**src/rtl/hex_disp_pkg.sv**
```systemverilog
// Shared constants for the hex blink display:
// segment codes, frame geometry and FSM states.
package hex_disp_pkg;

  localparam int NUM_DIGITS = 16;
  localparam int FRAME_BITS = 128;

  localparam logic [6:0] SEG_0 = 7'h3F;
  localparam logic [6:0] SEG_1 = 7'h06;
  localparam logic [6:0] SEG_2 = 7'h5B;
  localparam logic [6:0] SEG_3 = 7'h4F;
  localparam logic [6:0] SEG_4 = 7'h66;
  localparam logic [6:0] SEG_5 = 7'h6D;
  localparam logic [6:0] SEG_6 = 7'h7D;
  localparam logic [6:0] SEG_7 = 7'h07;
  localparam logic [6:0] SEG_8 = 7'h7F;
  localparam logic [6:0] SEG_9 = 7'h6F;
  localparam logic [6:0] SEG_A = 7'h77;
  localparam logic [6:0] SEG_B = 7'h7C;
  localparam logic [6:0] SEG_C = 7'h39;
  localparam logic [6:0] SEG_D = 7'h5E;
  localparam logic [6:0] SEG_E = 7'h79;
  localparam logic [6:0] SEG_F = 7'h71;

  typedef enum logic [2:0] {
    IDLE,
    LOAD,
    SHIFT_LO,
    SHIFT_HI,
    LATCH
  } state_t;

endpackage

```
**src/rtl/hex_to_seg.sv**
```systemverilog
// Hex nibble to 7-segment pattern {g,f,e,d,c,b,a}.
// Purely combinational.
module hex_to_seg
  import hex_disp_pkg::*;
(
  input  logic [3:0] hex,
  output logic [6:0] seg
);

  // Table lookup of the segment code
  always_comb begin
    seg = SEG_0;
    unique case (hex)
      4'h0: seg = SEG_0;
      4'h1: seg = SEG_1;
      4'h2: seg = SEG_2;
      4'h3: seg = SEG_3;
      4'h4: seg = SEG_4;
      4'h5: seg = SEG_5;
      4'h6: seg = SEG_6;
      4'h7: seg = SEG_7;
      4'h8: seg = SEG_8;
      4'h9: seg = SEG_9;
      4'hA: seg = SEG_A;
      4'hB: seg = SEG_B;
      4'hC: seg = SEG_C;
      4'hD: seg = SEG_D;
      4'hE: seg = SEG_E;
      4'hF: seg = SEG_F;
    endcase
  end

endmodule

```
**src/rtl/hex_blink_display.sv**
```systemverilog
// Blink generator plus serial 7-segment frame
// transmitter for the labkit display chain.
module hex_blink_display
  import hex_disp_pkg::*;
#(
  parameter int CLK_DIV    = 4,
  parameter int BLINK_HALF = 13500000,
  parameter int FRAME_GAP  = 256
) (
  input  logic        clk,
  input  logic        reset_n,
  input  logic [63:0] data_in,
  input  logic [15:0] blink_fo_data,
  input  logic [15:0] blank_data,
  output logic        blink_fo,
  output logic        disp_clock,
  output logic        disp_data,
  output logic        disp_latch,
  output logic        frame_done
);

  localparam int DW =
    (CLK_DIV > 1) ? $clog2(CLK_DIV) : 1;
  localparam int GW =
    (FRAME_GAP > 1) ? $clog2(FRAME_GAP) : 1;
  localparam int BW =
    (BLINK_HALF > 1) ? $clog2(BLINK_HALF) : 1;

  localparam logic [DW-1:0] DIV_LAST =
    DW'(CLK_DIV - 1);
  localparam logic [GW-1:0] GAP_LAST =
    GW'(FRAME_GAP - 1);
  localparam logic [BW-1:0] BLINK_LAST =
    BW'(BLINK_HALF - 1);
  localparam logic [6:0] BIT_LAST =
    7'(FRAME_BITS - 1);

  logic [BW-1:0] blink_cnt;

  state_t state_q, state_d;
  logic [DW-1:0] div_q, div_d;
  logic [GW-1:0] gap_q, gap_d;
  logic [6:0] bit_q, bit_d;
  logic [FRAME_BITS-1:0] shift_q, shift_d;
  logic clk_d, data_d, latch_d, done_d;

  logic [NUM_DIGITS-1:0][6:0] seg_w;
  logic [FRAME_BITS-1:0] frame;

  // Byte i of the frame carries digit i, so
  // digit 15 sits at the MSB end and goes first.
  for (genvar i = 0; i < NUM_DIGITS; i++) begin : g_dig
    hex_to_seg u_seg (
      .hex (data_in[4*i +: 4]),
      .seg (seg_w[i])
    );
    assign frame[8*i +: 8] =
      (blank_data[i] |
       (blink_fo_data[i] & ~blink_fo)) ?
      8'h00 : {1'b0, seg_w[i]};
  end

  // Free-running blink square wave
  always_ff @(posedge clk or negedge reset_n) begin
    if (!reset_n) begin
      blink_cnt <= '0;
      blink_fo  <= 1'b0;
    end else if (blink_cnt == BLINK_LAST) begin
      blink_cnt <= '0;
      blink_fo  <= ~blink_fo;
    end else begin
      blink_cnt <= blink_cnt + 1'b1;
    end
  end

  // Next state, counters and registered outputs
  always_comb begin
    state_d = state_q;
    div_d   = div_q;
    gap_d   = gap_q;
    bit_d   = bit_q;
    shift_d = shift_q;
    unique case (state_q)
      IDLE: begin
        if (gap_q == GAP_LAST) begin
          gap_d   = '0;
          state_d = LOAD;
        end else begin
          gap_d = gap_q + 1'b1;
        end
      end
      LOAD: begin
        shift_d = frame;
        bit_d   = '0;
        div_d   = '0;
        state_d = SHIFT_LO;
      end
      SHIFT_LO: begin
        if (div_q == DIV_LAST) begin
          div_d   = '0;
          state_d = SHIFT_HI;
        end else begin
          div_d = div_q + 1'b1;
        end
      end
      SHIFT_HI: begin
        if (div_q == DIV_LAST) begin
          div_d = '0;
          if (bit_q == BIT_LAST) begin
            state_d = LATCH;
          end else begin
            bit_d   = bit_q + 1'b1;
            shift_d = {shift_q[FRAME_BITS-2:0], 1'b0};
            state_d = SHIFT_LO;
          end
        end else begin
          div_d = div_q + 1'b1;
        end
      end
      LATCH: begin
        if (div_q == DIV_LAST) begin
          div_d   = '0;
          state_d = IDLE;
        end else begin
          div_d = div_q + 1'b1;
        end
      end
      default: state_d = IDLE;
    endcase
    clk_d   = (state_d == SHIFT_HI);
    data_d  = (state_d inside {SHIFT_LO, SHIFT_HI}) ?
              shift_d[FRAME_BITS-1] : 1'b0;
    latch_d = (state_d == LATCH);
    done_d  = (state_d == LATCH) &&
              (div_d == DIV_LAST);
  end

  // State register; outputs come from flops so
  // disp_clock cannot glitch
  always_ff @(posedge clk or negedge reset_n) begin
    if (!reset_n) begin
      state_q    <= IDLE;
      div_q      <= '0;
      gap_q      <= '0;
      bit_q      <= '0;
      shift_q    <= '0;
      disp_clock <= 1'b0;
      disp_data  <= 1'b0;
      disp_latch <= 1'b0;
      frame_done <= 1'b0;
    end else begin
      state_q    <= state_d;
      div_q      <= div_d;
      gap_q      <= gap_d;
      bit_q      <= bit_d;
      shift_q    <= shift_d;
      disp_clock <= clk_d;
      disp_data  <= data_d;
      disp_latch <= latch_d;
      frame_done <= done_d;
    end
  end

endmodule

```
**config.mk**
```make
export PLATFORM = sky130hd
export DESIGN_NAME = hex_blink_display
export DESIGN_NICKNAME = d
export VERILOG_FILES = /design/src/rtl/hex_disp_pkg.sv /design/src/rtl/hex_to_seg.sv /design/src/rtl/hex_blink_display.sv
export SDC_FILE = /design/constraint.sdc
export NUM_CORES = 1
export LEC_CHECK = 0
export CORE_UTILIZATION = 45
export CTS_CLUSTER_SIZE = 30
export DETAILED_ROUTE_END_ITERATION = 8
export HOLD_SLACK_MARGIN = 0.05
export PLACE_DENSITY_LB_ADDON = 0.1
export SETUP_SLACK_MARGIN = 0.2
export SLEW_MARGIN = 20
export SYNTH_ARGS = -nofsm -noshare
export SYNTH_HDL_FRONTEND = slang
export SYNTH_SLANG_ARGS = --single-unit
```
**constraint.sdc**
```tcl
create_clock -name clk -period 1.88 [get_ports clk]
set_input_delay 0.376 -clock clk [delete_from_list [all_inputs] [get_ports clk]]
set_output_delay 0.376 -clock clk [all_outputs]
set_load 0.005 [all_outputs]
```
After elaboration in Yosys (flattened, before gate mapping):

Memory sizes are Yosys's and may differ from the RTL's.
Index checks and enable logic that the tools add are counted.

* memory bits (writable): 0
* latch bits: 0
* memories: 16
* input bits: 98
* output and inout port bits: 5
* word-level logic and storage cells: 118
* memory bits (read-only): 1792
* flip-flop bits (word level): 177

* $lt $le $gt $ge: 0
* multipliers: 0
* bitwise logic cells: 33
* reduce and logical (&&, ||, !) cells: 6
* muxes and demuxes: 33
* add/sub/neg operators: 4
* divide/modulo/power cells: 0
* eq/ne operators: 14
* shift operators: 0

Memories
* (no name shown): words 16, bits a word 7, read ports 1, clocked after Yosys merged registers in 0, write ports 0, line hex_to_seg.sv:13 `unique case (hex)`
* (no name shown): words 16, bits a word 7, read ports 1, clocked after Yosys merged registers in 0, write ports 0, line hex_to_seg.sv:13
* (no name shown): words 16, bits a word 7, read ports 1, clocked after Yosys merged registers in 0, write ports 0, line hex_to_seg.sv:13
* (no name shown): words 16, bits a word 7, read ports 1, clocked after Yosys merged registers in 0, write ports 0, line hex_to_seg.sv:13
* (no name shown): words 16, bits a word 7, read ports 1, clocked after Yosys merged registers in 0, write ports 0, line hex_to_seg.sv:13
* (no name shown): words 16, bits a word 7, read ports 1, clocked after Yosys merged registers in 0, write ports 0, line hex_to_seg.sv:13
* +10 memories

Operators with widths (count)
* $mux 128: 2
* $pmux 128 s2: 1
* $mux 7: 18
* $add 24x1->24 const B: 1
* $eq 24x24->1 const B: 1
* $mux 24: 1
* $and 1x1->1: 16
* $or 1x1->1: 16
* $mux 3: 5
* $pmux 3 s5: 1
* $pmux 7 s2: 1
* $eq 3x2->1 const B: 4
* $add 8x1->8 const B: 1
* $eq 8x8->1 const B: 1
* $mux 8: 1
* $add 7x1->7 const B: 1
* $eq 7x7->1 const B: 1
* $eq 3x3->1 const B: 2
* $eq 2x2->1 const B: 2
* $ne 2x2->1 const B: 2
* $pmux 2 s2: 1
* $reduce_bool 2->1: 2
* $eq 3x1->1 const B: 1
* $logic_not 3->1: 1
* 7 further kinds: 7

Depth between registers and ports, before layout:

* depth in word-level cells: 7
* gate-level depth with buffers: 8
* mapped depth without buffers: 7

Cells and area by module:

From an unflattened synthesis, not the netlist that was laid out.

* cells, all modules: 1194
* area, all modules: 12197.9 um^2

By module, submodules not included
* hex_blink_display: instances 1, area each 7613.6 um^2, sequential area each 4429.2 um^2, cells an instance 666
* hex_to_seg: instances 16, area each 286.5 um^2, sequential area each 0.0 um^2, cells an instance 33

Least setup slack after synthesis:

Ideal clock, no wire load.

* path kind: reg-to-reg
* start: register bit_q[0]
* end: register shift_q[11]
* library setup time: 126 ps
* path slack: 9 ps
* stages on the path, launching flop included: 8
* arrival: 1745 ps
* period minus slack after synthesis: 1871 ps
* required time: 1754 ps
* path through: dfrtp_1 -> ha_1 -> and3_1 -> a221o_1 -> buf_2 -> buf_6 -> buf_6 -> a221o_1

* cells in the longest elaborated chain, start to end: 3

RTL lines
* start: declaration: line hex_blink_display.sv:43 `logic [6:0] bit_q, bit_d;`
* start signal: assignment: line hex_blink_display.sv:155 `bit_q <= bit_d;`
* $eq 7x7->1: line hex_blink_display.sv:109 `if (bit_q == BIT_LAST) begin`
* $ne 2x2->1 (no source line)
* $reduce_and 3->1 (no source line)
* end signal: assignment: line hex_blink_display.sv:156 `shift_q <= shift_d;`
* end: declaration: line hex_blink_display.sv:44 `logic [FRAME_BITS-1:0] shift_q, shift_d;`

No other way between the ends.
A chain may end at the register's enable or synchronous reset.

Final worst setup path:

* start: register bit_q[1]
* end: register shift_q[107]

The elaborated chain is that of the path after synthesis.

==> results_dict.tcl <==
set metrics [dict create \
    synth_ff_type "dfrtp_1" \
    antenna_left 0 \
    via_per_inst 5.48 \
    antenna_cells 0 \
    timing.final.ws_setup_ns -0.0263 \
    fillers 2039 \
    area.growth.synth_to_final_pct 33.2 \
    r2r_start "bit_q[1]$_DFFE_PN0P_" \
    die_w_um 158 \
    final_cells 1680 \
    nNetsFinal 1529 \
    combPwrFrac_pct 14.3 \
    dp_cells 1633 \
    ir_worst_vdd_uv 624 \
    critPathTopFamily "compound AO/OA/AOI/OAI gates" \
    critPathMaxFanout 70 \
    p_sw_mw 2.07 \
    critPathKind "flip-flop to flip-flop" \
    min_period_ns 1.91 \
    dpl-instance-area_um2 13700 \
    synth_commonest_cells "177 x dfrtp_1, 110 x nor2_1, 95 x a221o_1" \
    grt_pass1_wl_um 41300 \
    cts_tree "done" \
    antenna_found_initial 0 \
    track_usage_pct 20.4 \
    yosys_warnings 0 \
    pin_count 103 \
    syn_avg_cell_area_um2 10.1 \
    crit_chain "ha_4 -> and3_4 -> a221o_4 -> buf_12 -> a221o_1" \
    rsz0062_at_grt "yes" \
    drc 0 \
    holdWs_ns 0.426 \
    drt_wl_total_um 24800 \
    leakagePower_nw 6.93 \
    finalMaxSlewViolations 0 \
    violations "setup timing" \
    syn-cell-area_um2 11000 \
    cts_buffers 17 \
    cts_buffer_depth 2 \
    yosysTopAreaCell "dfrtp_1" \
    syn_inst 1092 \
    place_hpwl_um 17600 \
    ys_top_cells_by_area "dfrtp_1 40%, ha_1 9.5%, a221o_1 8.7%" \
    cts_root_buf "clkbuf_16" \
    grt_pass1_vias 8790 \
    firstDrtPassIters 5 \
    drive_gt1_share_pct 22.3 \
    period_share_pct 101 \
    cp.required_ns 2.19 \
    synth-seq-cells 177 \
    clockPowerShare_pct 40.3 \
    num_vias 9198 \
    setup.worst_path.start "bit_q[1]$_DFFE_PN0P_" \
    synth.distinct_cells 49 \
    clk_latency_ns 0.43 \
    final_area_um2 14600 \
    cpMaxStageDelayCell "dfrtp_1" \
    seq_area_frac_synth_pct 40.3 \
    worstHoldPathType "primary input to asynchronous set/reset pin" \
    run_status "finished with violations" \
    syn_nets 1273 \
    fmax_ghz 0.525 \
    crit_buf_inv 1 \
    seq_power_share_pct 45.4 \
    core.rowCount 56 \
    wl_per_cell_um 14.8 \
    async_flop_share_pct 100 \
    p_int_mw 6.31 \
    drv_cap 0 \
    portBuffers 102 \
    power.density_nw_per_um2 573 \
    gp_congestion 0.851 \
    startpoint_type "flip-flop" \
    cts.reportedPaths.clkPinSlew_ns 0.07 \
    critPathMaxStageDelay_ns 0.42 \
    grt_max_degree 73 \
    htreeDepth 4 \
    synth-edff-count 0 \
    synth_top_area_share_pct 40.3 \
    die_h_um 158 \
    worst_slew_pin_slew_ns 0.394 \
    start_util_pct 46.4 \
    cts_sinks 177 \
    core_um2 23700 \
    slew_headroom_pct 73.6 \
    hold_viol 0 \
    arrival_ns 2.21 \
    yosysMostFrequentCell "dfrtp_1" \
    netSwitchingFraction_pct 24.7 \
    drt_iter0_drc 549 \
    finalSetupViolCount 23 \
    overflow 0 \
    critPathCaptureType "flip-flop" \
    clock_skew_ns 0.0137 \
    fp.dieArea_um2 25000 \
]
==> worst reg2reg max path: stages, from the launching register on <==
cell and delay [ns]:
dfrtp_1 0.42, ha_4 0.19, and3_4 0.18, a221o_4 0.41, buf_12 0.21, a221o_1 0.39
==> routing by layer <==
metal | track usage (%) | up-vias | share of wire (%)
met5 | 0 | - | 0
met4 | 4.30 | 0 | 0.91
met3 | 2.98 | 11 | 2.5
met2 | 34.2 | 115 | 49
met1 | 27.8 | 4465 | 48
li1 | - | 4607 | -
==> registers in the layout, summed over array words and instances, names as in the netlist <==
signal      count
bit_q           7
blink_cnt      24
blink_fo        1
disp_clock      1
disp_data       1
disp_latch      1
div_q           2
frame_done      1
gap_q           8
shift_q       128
state_q         3
==> power groups by stage <==
stage / registers (mW) / clock network [mW] / logic (mW)
6_report: 3.81 / 3.38 / 1.20
5_1_grt: 3.80 / 3.62 / 1.33
4_1_cts: 3.81 / 3.48 / 1.21
3_5_place_dp: 3.88 / 0 / 1.20
3_3_place_gp: 3.88 / 0 / 1.19
2_1_floorplan: 3.88 / 0 / 0.527
==> path summary, 6_finish.rpt <==
| kind | endpoint | slack [ns] | cells after the start |
|---|---|---|---|
| worst max-delay path | shift_q[107]$_DFFE_PN0P_ | -0.03 | 5 |
| worst min-delay path | shift_q[62]$_DFFE_PN0P_ | 0.43 | 2 |
| worst max register to register | shift_q[107]$_DFFE_PN0P_ | -0.03 | 5 |
| worst min register to register | blink_cnt[19]$_DFF_PN0_ | 0.47 | 1 |
| max in group asynchronous | blink_cnt[23]$_DFF_PN0_ | 0.78 | 3 |
| min in group clk | blink_cnt[19]$_DFF_PN0_ | 0.47 | 1 |
==> metrics by stage <==
| stage | utilization, % | total power [mW] | TNS [ns] | setup slack [ns] |
|---|---|---|---|---|
| 2_1_floorplan | - | 4.41 | 0 | 0.0629 |
| 3_3_place_gp | 57.7 | 5.07 | -9.93 | -0.287 |
| 3_5_place_dp | 57.7 | 5.08 | -12.65 | -0.332 |
| 4_1_cts | 60.7 | 8.49 | 0 | 0.00504 |
| 5_1_grt | 61.8 | 8.76 | -2.49 | -0.0540 |
| 6_report | 61.8 | 8.38 | -0.240 | -0.0263 |
==> layout by cell type, fill, tap and decap left out, types with 15 or more instances in the layout <==
master and instances:
a211oi_1 19, a21oi_1 19, a221o_1 94, a221oi_1 28, a22o_1 17, a22oi_1 16, a32o_1 15, buf_4 182
clkbuf_16 18, clkdlybuf4s50_1 99, dfrtp_1 177, ha_1 80, inv_1 66, mux2i_1 36, mux4_2 16, nand2_1 73
nand3_1 18, nor2_1 96, nor2b_1 32, nor3_1 20, o21ai_0 53, o32ai_1 15, xnor2_1 17
==> logic make-up after synthesis <==
group           after synthesis  synth area share, %
buf+inv                     134                 5.23
xor+xnor                     30                 2.39
mux                          54                 6.77
fa+ha+maj                    83                 9.45
flops                       177                 40.3
compound gates              297                 21.7
simple gates                317                 14.1
==> repair_timing <==
item | in CTS | in global routing
hold buffers | 1 | 0
gates cloned | 2 | 1
setup buffers | 5 | 6
hold endpoints to repair | 31 | 0
pin swaps | 8 | 14
setup endpoints to repair | 151 | 157
resized for setup | 7 | 47
==> final cells by class <==
| cell class | instances | area [um^2] | share of cell area [%] |
|---|---|---|---|
| Multi-Input combinational cell | 781 | 6230 | 42.5 |
| Sequential cell | 177 | 4430 | 30.3 |
| Timing Repair Buffer | 304 | 2770 | 18.9 |
| Clock buffer | 19 | 433 | 2.96 |
| Tap cell | 319 | 399 | 2.73 |
| Inverter | 67 | 251 | 1.72 |
| Clock inverter | 13 | 130 | 0.889 |
Power figures use the tool's default switching activity.
